## src/rtl/jb_dl_dfe_ctrl_shadow.sv

```systemverilog
// Shadowed DFE carrier/antenna control; a commit applies the shadow set 2 clocks after the slot sync_pulse.
// No backpressure: writes land every cycle; JB_DL_DFE_GAIN_RAMP_EN enables rate-limited gain ramping.
module jb_dl_dfe_ctrl_shadow #(
    parameter int          N_CAR     = 2,
    parameter int          N_ANT     = 4,
    parameter logic [15:0] RAMP_STEP = 16'h0100
) (
    input  logic                               clk,
    input  logic                               rst_n,
    input  logic                               wr_en,
    input  logic [7:0]                         wr_addr,
    input  logic [31:0]                        wr_data,
    input  logic                               commit_req,
    input  logic                               sync_pulse,
    input  logic                               clr_flags,
    output logic                               busy,
    output logic                               commit_ack,
    output logic                               commit_overrun,
    output logic [N_CAR-1:0][31:0]             car_nco_lsb,
    output logic [N_CAR-1:0][6:0]              car_nco_msb,
    output logic [N_CAR-1:0]                   car_nco_sign,
    output logic [N_CAR-1:0][N_ANT-1:0][15:0]  stream_gain_fraction,
    output logic [N_ANT-1:0][5:0]              ant_delay,
    output logic                               bypass_dpd,
    output logic                               bypass_cfr,
    output logic                               int_frac_delay_trig
);

    typedef enum logic [1:0] {IDLE, ARMED, APPLY, RAMP} state_t;
    state_t state_q, state_d;

    logic [N_CAR-1:0][31:0]            lsb_sh_q, lsb_q;
    logic [N_CAR-1:0][6:0]             msb_sh_q, msb_q;
    logic [N_CAR-1:0]                  sign_sh_q, sign_q;
    logic [N_CAR-1:0][N_ANT-1:0][15:0] gain_sh_q, gain_q;
    logic [N_ANT-1:0][5:0]             dly_sh_q, dly_q;
    logic [1:0]                        byp_sh_q, byp_q;
    logic                              busy_q, ack_q, trig_q, ovr_q;
    logic                              ack_d, ovr_d;

    function automatic logic [15:0] step_toward(input logic [15:0] cur, input logic [15:0] tgt);
        logic [15:0] diff;
        if (tgt >= cur) begin
            diff = tgt - cur;
            return (diff > RAMP_STEP) ? cur + RAMP_STEP : tgt;
        end
        diff = cur - tgt;
        return (diff > RAMP_STEP) ? cur - RAMP_STEP : tgt;
    endfunction

    // Out-of-range carrier/antenna indices and unmapped addresses match nothing below.
    always_ff @(posedge clk or negedge rst_n) begin
        if (!rst_n) begin
            lsb_sh_q  <= '0;
            msb_sh_q  <= '0;
            sign_sh_q <= '0;
            gain_sh_q <= '0;
            dly_sh_q  <= '0;
            byp_sh_q  <= '0;
        end else if (wr_en) begin
            for (int c = 0; c < N_CAR; c++) begin
                if (wr_addr == 8'(c))
                    lsb_sh_q[c] <= wr_data;
                if (wr_addr == 8'(16 + c)) begin
                    msb_sh_q[c]  <= wr_data[6:0];
                    sign_sh_q[c] <= wr_data[7];
                end
                for (int a = 0; a < N_ANT; a++)
                    if (wr_addr == 8'(64 + 16 * c + a))
                        gain_sh_q[c][a] <= wr_data[15:0];
            end
            for (int a = 0; a < N_ANT; a++)
                if (wr_addr == 8'(128 + a))
                    dly_sh_q[a] <= wr_data[5:0];
            if (wr_addr == 8'h20)
                byp_sh_q <= wr_data[1:0];
        end
    end

`ifdef JB_DL_DFE_GAIN_RAMP_EN
    logic [N_CAR-1:0][N_ANT-1:0][15:0] gain_tgt_q, gain_ramp_d;
    logic                              gains_eq;

    always_comb begin
        gain_ramp_d = gain_q;
        for (int c = 0; c < N_CAR; c++)
            for (int a = 0; a < N_ANT; a++)
                gain_ramp_d[c][a] = step_toward(gain_q[c][a], gain_tgt_q[c][a]);
    end

    assign gains_eq = (gain_q == gain_tgt_q);
`endif

    always_comb begin
        state_d = state_q;
        ack_d   = 1'b0;
        case (state_q)
            IDLE:  if (commit_req) state_d = ARMED;
            ARMED: if (sync_pulse) state_d = APPLY;
`ifdef JB_DL_DFE_GAIN_RAMP_EN
            APPLY: state_d = RAMP;
            RAMP: begin
                if (gains_eq) begin
                    state_d = IDLE;
                    ack_d   = 1'b1;
                end
            end
`else
            APPLY: begin
                state_d = IDLE;
                ack_d   = 1'b1;
            end
            RAMP:  state_d = IDLE;
`endif
            default: state_d = IDLE;
        endcase
    end

    // Set has priority over clear so a rejected request is never lost.
    assign ovr_d = (commit_req && (state_q != IDLE)) || (ovr_q && !clr_flags);

    always_ff @(posedge clk or negedge rst_n) begin
        if (!rst_n) begin
            state_q <= IDLE;
            busy_q  <= 1'b0;
            ack_q   <= 1'b0;
            trig_q  <= 1'b0;
            ovr_q   <= 1'b0;
        end else begin
            state_q <= state_d;
            busy_q  <= (state_d != IDLE);
            ack_q   <= ack_d;
            trig_q  <= (state_d == APPLY);
            ovr_q   <= ovr_d;
        end
    end

    always_ff @(posedge clk or negedge rst_n) begin
        if (!rst_n) begin
            lsb_q  <= '0;
            msb_q  <= '0;
            sign_q <= '0;
            gain_q <= '0;
            dly_q  <= '0;
            byp_q  <= '0;
`ifdef JB_DL_DFE_GAIN_RAMP_EN
            gain_tgt_q <= '0;
`endif
        end else if (state_q == APPLY) begin
            lsb_q  <= lsb_sh_q;
            msb_q  <= msb_sh_q;
            sign_q <= sign_sh_q;
            dly_q  <= dly_sh_q;
            byp_q  <= byp_sh_q;
`ifdef JB_DL_DFE_GAIN_RAMP_EN
            gain_tgt_q <= gain_sh_q;
        end else if (state_q == RAMP) begin
            gain_q <= gain_ramp_d;
`else
            gain_q <= gain_sh_q;
`endif
        end
    end

    assign busy                 = busy_q;
    assign commit_ack           = ack_q;
    assign commit_overrun       = ovr_q;
    assign int_frac_delay_trig  = trig_q;
    assign car_nco_lsb          = lsb_q;
    assign car_nco_msb          = msb_q;
    assign car_nco_sign         = sign_q;
    assign stream_gain_fraction = gain_q;
    assign ant_delay            = dly_q;
    assign bypass_cfr           = byp_q[1];
    assign bypass_dpd           = byp_q[0];

endmodule

```

## config.mk

```make
export PLATFORM = sky130hd
export DESIGN_NAME = jb_dl_dfe_ctrl_shadow
export DESIGN_NICKNAME = d
export VERILOG_FILES = /design/src/rtl/jb_dl_dfe_ctrl_shadow.sv
export SDC_FILE = /design/constraint.sdc
export NUM_CORES = 1
export LEC_CHECK = 0
export CORE_MARGIN = 1
export CORE_UTILIZATION = 48
export DETAILED_ROUTE_END_ITERATION = 6
export PLACE_DENSITY = 0.75
export RECOVER_POWER = 100
export SLEW_MARGIN = 20
export SYNTH_ARGS = -nofsm -noshare
export SYNTH_HDL_FRONTEND = slang
export SYNTH_SLANG_ARGS = --single-unit
```

## constraint.sdc

```tcl
create_clock -name clk -period 1.65 [get_ports clk]
set_input_delay 0.33 -clock clk [delete_from_list [all_inputs] [get_ports clk]]
set_output_delay 0.33 -clock clk [all_outputs]
set_load 0.02 [all_outputs]
```

======== Yosys cells after proc, flatten, opt, wreduce, memory -nomap -nowiden ========
Index checks and enable logic that the tools add are counted.
operators by class
  equality and inequality tests ........... 20
  multiplexer cells ....................... 4
  reduce and logical (&&, ||, !) cells .... 26
operator list
  operator                                                         number
  8-bit by 7-bit == test with 1-bit output, second input constant  8
  2-bit AND reduction                                              17
  8-bit == test, second input constant                             4
  8-bit by 5-bit == test with 1-bit output, second input constant  2
  8-bit by 1-bit == test with 1-bit output, second input constant  1
  8-bit by 6-bit == test with 1-bit output, second input constant  1
  8-bit logical NOT                                                1
  2-bit == test, second input constant                             3
  2-bit case mux with 3 select lines                               1
  2-bit 2-to-1 mux                                                 2
  2-bit nonzero test                                               2
  2-bit by 1-bit == test with 1-bit output, second input constant  1
  1-bit logical AND                                                2
  2-bit logical NOT                                                1
  2-bit OR reduction                                               1
  1-bit logical NOT                                                1
  1-bit logical OR                                                 1
  1-bit 2-to-1 mux                                                 1
word-level totals
  logic and storage cells ................. 92
  input bits .............................. 46
  register bits ........................... 474
  output and inout bits ................... 238

======== Longest topological paths before layout ========
  depth after elaboration ................. 4
  gate-level depth with buffers ........... 7
  gate-level depth less buffers ........... 4

======== Least setup slack after synthesis ========
OpenSTA, ideal clock, no wires.
  path kind ............................... input -> register
  start ................................... input port wr_addr[1]
  end ..................................... register gain_sh_q[5] (netlist bit)
  library setup time ...................... 0.125 ns
  stages on the path ...................... 5
  buffers on the path ..................... 2
  data required time ...................... 1.525 ns
  arrival ................................. 1.886 ns
  setup slack ............................. -0.361 ns
  cell sequence ........................... buf_6 > or4b_4 > nor3_4 > buf_4 > mux2_2
between the ends
  longest elaborated chain between the ends .. 2
ends and longest elaborated chain
  what                                      line  text
  start, declared                           11    input logic [7:0] wr_addr,
  8-bit by 7-bit == test with 1-bit output  69    if (wr_addr == 8'(64 + 16 * c + a))
  2-bit AND reduction (no source line)      n/a
  end signal, assigned by index             70    gain_sh_q[c][a] <= wr_data[15:0];
  end, declared                             35    logic [N_CAR-1:0][N_ANT-1:0][15:0] gain_sh_q, gain_q;
Every way passes these cells.
A chain may end at the register's enable or synchronous reset.

======== Worst setup path in the final report ========
  start ................................... input port wr_addr[5]
  end ..................................... register gain_sh_q[47] (netlist bit)
Same word-level chain as after synthesis.

==> flow_metrics.py <==
metrics = {
    "status": {
        "outcome": "complete, but fails checks",
        "violations": "negative setup slack",
    },
    "floorplanning": {
        "die-area_mm2": 0.0381,
        "die_x_um": 195,
        "rows": 70,
        "fp.coreArea_mm2": 0.0367,
        "io_pins": 284,
        "die_h_um": 195,
        "start_util": 0.488,
    },
    "cts": {
        "cts_inserted_buffers": 48,
        "ctsLongestPathBuffers": 3,
        "clock_latency_ns": 0.57,
        "h-tree-depth": 2,
        "cts_root_buf": "clkbuf_16",
        "cts_tree": "yes",
        "cts.sinks": 474,
        "clk_pin_slew_ns": 0.06,
    },
    "layout": {
        "area_growth_pct": 30.5,
        "nFillCells": 2870,
        "final_design_area_no_fill_mm2": 0.0234,
        "nNetsFinal": 1946,
        "seqCellArea_mm2": 0.0119,
        "final_cells": 2403,
        "diodes": 0,
        "drive_gt1_frac": 0.209,
        "multi_input_area_mm2": 0.00570,
    },
    "sta": {
        "finalSetupViolCount": 1,
        "slew-limit-headroom": 0.447,
        "tightest_slew_ns": 0.830,
        "setup_slack_ns": -0.00487,
        "min_period_ns": 1.65,
        "fin_skew_ns": 0.0207,
        "slew_violations": 0,
        "timing.fmax_mhz": 604,
        "fin_tns_setup_ns": -0.00487,
        "hold_viol_final": 0,
        "fin_crit_sh": 1.00,
    },
    "worst_setup_path": {
        "critPathSlowestCell": "or4b_4",
        "crit_chain": "dlygate4sd2_1, or4b_4, nor3_4, buf_12, buf_6, mux2_2",
        "critical_path.max_fanout": 8,
        "crit_path_end_kind": "flip-flop",
        "worstSetupStartpointType": "primary input",
        "critical-path-max-stage-delay_ns": 0.61,
        "criticalPathCategory": "in -> reg",
        "crit_required_ns": 2.10,
        "cp.arrival_ns": 2.11,
    },
    "synth": {
        "synth_flop_cell": "dfrtp_1",
        "synth_edf_count": 0,
        "synth-seq-cells": 474,
        "avgSynthCellArea_um2": 11.7,
        "postSynth.asyncResetShare": 1.00,
        "yosysUniqueCellTypes": 35,
        "syn_nets": 1582,
        "yosys_warnings": 0,
        "seq_area_frac_synth": 0.662,
        "netlist_area_mm2": 0.0179,
        "netlist_instances": 1536,
    },
    "placed_design": {
        "port_buffers": 283,
        "hpwl_mm": 29.9,
        "gp_congestion": 0.808,
        "dp_cells": 2311,
        "placed_area_mm2": 0.0224,
    },
    "route": {
        "ant_nets": 0,
        "num_vias": 12400,
        "routedWlPerCell_um": 19.5,
        "wirelength_mm": 46.9,
        "dr.first_iter.drc_count": 638,
        "drc": 0,
        "viasPerCell": 5.17,
        "firstDrtPassIters": 5,
    },
    "grt": {
        "grtUsageTotal": 0.251,
        "grt_overflow": 0,
        "grt_pass1_vias": 13000,
        "grt_max_degree": 116,
        "antenna_found_initial": 3,
        "grt_pass1_wl_mm": 74.0,
    },
    "power_and_ir_drop": {
        "power_density_mw_per_mm2": 1300,
        "ir_worst_vdd_mv": 0.773,
        "p_leak_nw": 13.1,
    },
    "run": {
        "max_cap_violations": 0,
    },
    "min_path": {
        "hold_class": "in -> reg",
    },
}
[per-stage QoR]
stage	util	power, W	setup slack, ns	hold WS [ns]
after global placement	0.609	0.0201	-0.662	0.290
after global routing	0.637	0.0316	-0.00733	0.367
after floorplan	-	0.0166	-0.223	0.0344
after detailed placement	0.609	0.0203	-0.679	0.295
after CTS	0.649	0.0307	0.000890	0.295
final	0.637	0.0303	-0.00487	0.354
[critical path: cells and delay by family]
family / cells / cell delay, ns
buffers and inverters: 3 / 0.56
multiplexers: 1 / 0.36
AND/OR/NAND/NOR: 2 / 0.85
[report_power, final]
| group | internal (W) | leakage (nW) | total (W) | switching (W) |
|---|---|---|---|---|
| Clock | 0.00664 | 0.789 | 0.0111 | 0.00447 |
| Combinational | 0.00191 | 5.72 | 0.00549 | 0.00358 |
| Sequential | 0.0129 | 6.54 | 0.0137 | 0.000831 |
| Total | 0.0215 | 13.1 | 0.0303 | 0.00888 |
[registers in the layout, indices dropped and copies added (netlist names)]
name and flops:
ant_delay 24, busy 1, byp_q 2, byp_sh_q 2, car_nco_lsb 64, car_nco_msb 14
car_nco_sign 2, commit_ack 1, commit_overrun 1, dly_sh_q 24, gain_sh_q 128, int_frac_delay_trig 1
lsb_sh_q 64, msb_sh_q 14, sign_sh_q 2, state_q 2, stream_gain_fraction 128
[final timing paths]
| check | startpoint | end | slack, ns | cells after the start |
|---|---|---|---|---|
| max in group asynchronous | rst_n | gain_sh_q[52] | 0.20 | 4 |
| min in group asynchronous | rst_n | stream_gain_fraction[126] | 0.45 | 2 |
| worst min register to register | lsb_sh_q[13] | car_nco_lsb[13] | 0.45 | 2 |
| worst max register to register | state_q[0] | stream_gain_fraction[117] | 0.10 | 5 |
| worst max-delay path | wr_addr[5] | gain_sh_q[47] | -0.005 | 6 |
| worst min-delay path | clr_flags | commit_overrun | 0.35 | 2 |
[metal layers]
layer  share of wire  global-route usage  wire length [µm]
met2            0.49               0.414             23000
met1            0.43               0.339             20000
met5               0                   0                 0
met4           0.035              0.0951              1630
met3           0.047              0.0354              2190
[cells by family (layout without fill, tap and decap cells)]
group / Yosys count / count (layout) / share of synthesized area
AOI/OAI and AO/OA: 2 / 2 / 0.000559
buffers and inverters: 86 / 485 / 0.0215
muxes: 234 / 234 / 0.147
and+or+nand+nor: 740 / 740 / 0.169
DFF: 474 / 474 / 0.662
[synth_stat cells, types with 2 or more instances]
cell | instances | area share
buf_6 | 5 | 0.0031
nand2_1 | 703 | 0.15
buf_1 | 11 | 0.0023
mux2_1 | 4 | 0.0025
nand4_1 | 3 | 0.0010
clkbuf_1 | 56 | 0.012
o21ai_0 | 2 | 0.00056
buf_2 | 8 | 0.0022
buf_4 | 4 | 0.0017
mux2_2 | 230 | 0.14
nand3_4 | 3 | 0.0029
nor3_4 | 5 | 0.0045
nand4bb_1 | 2 | 0.0013
nor2_1 | 6 | 0.0013
dfrtp_1 | 474 | 0.66
[timing repair]
action | CTS | global route
buffers inserted | 2 | 2
hold buffers | 1 | 0
cloned | 1 | 2
endpoints found under the hold margin | 32 | 0
pin swaps | 1 | 5
endpoints found under the setup margin | 277 | 148
gates resized for setup | 298 | 55
[area by class of cell]
class	instances	area share
Timing Repair Buffer	398	0.155
Multi-Input combinational cell	976	0.244
Sequential cell	474	0.507
Clock buffer	72	0.0600
Clock inverter	13	0.00862
Inverter	2	0.000535
Tap cell	468	0.0250
[cell usage in the layout (no fill, tap or decap), drive strengths merged, types with 6 or more instances in the layout]
cell           instances
mux2                 234
buf                   63
nor3                   7
nand2                703
nor2                   6
clkbuf               139
dlygate4sd2          160
dfrtp                474
clkdlybuf4s15         67
clkdlybuf4s50         35
Power figures use the tool's default switching activity.
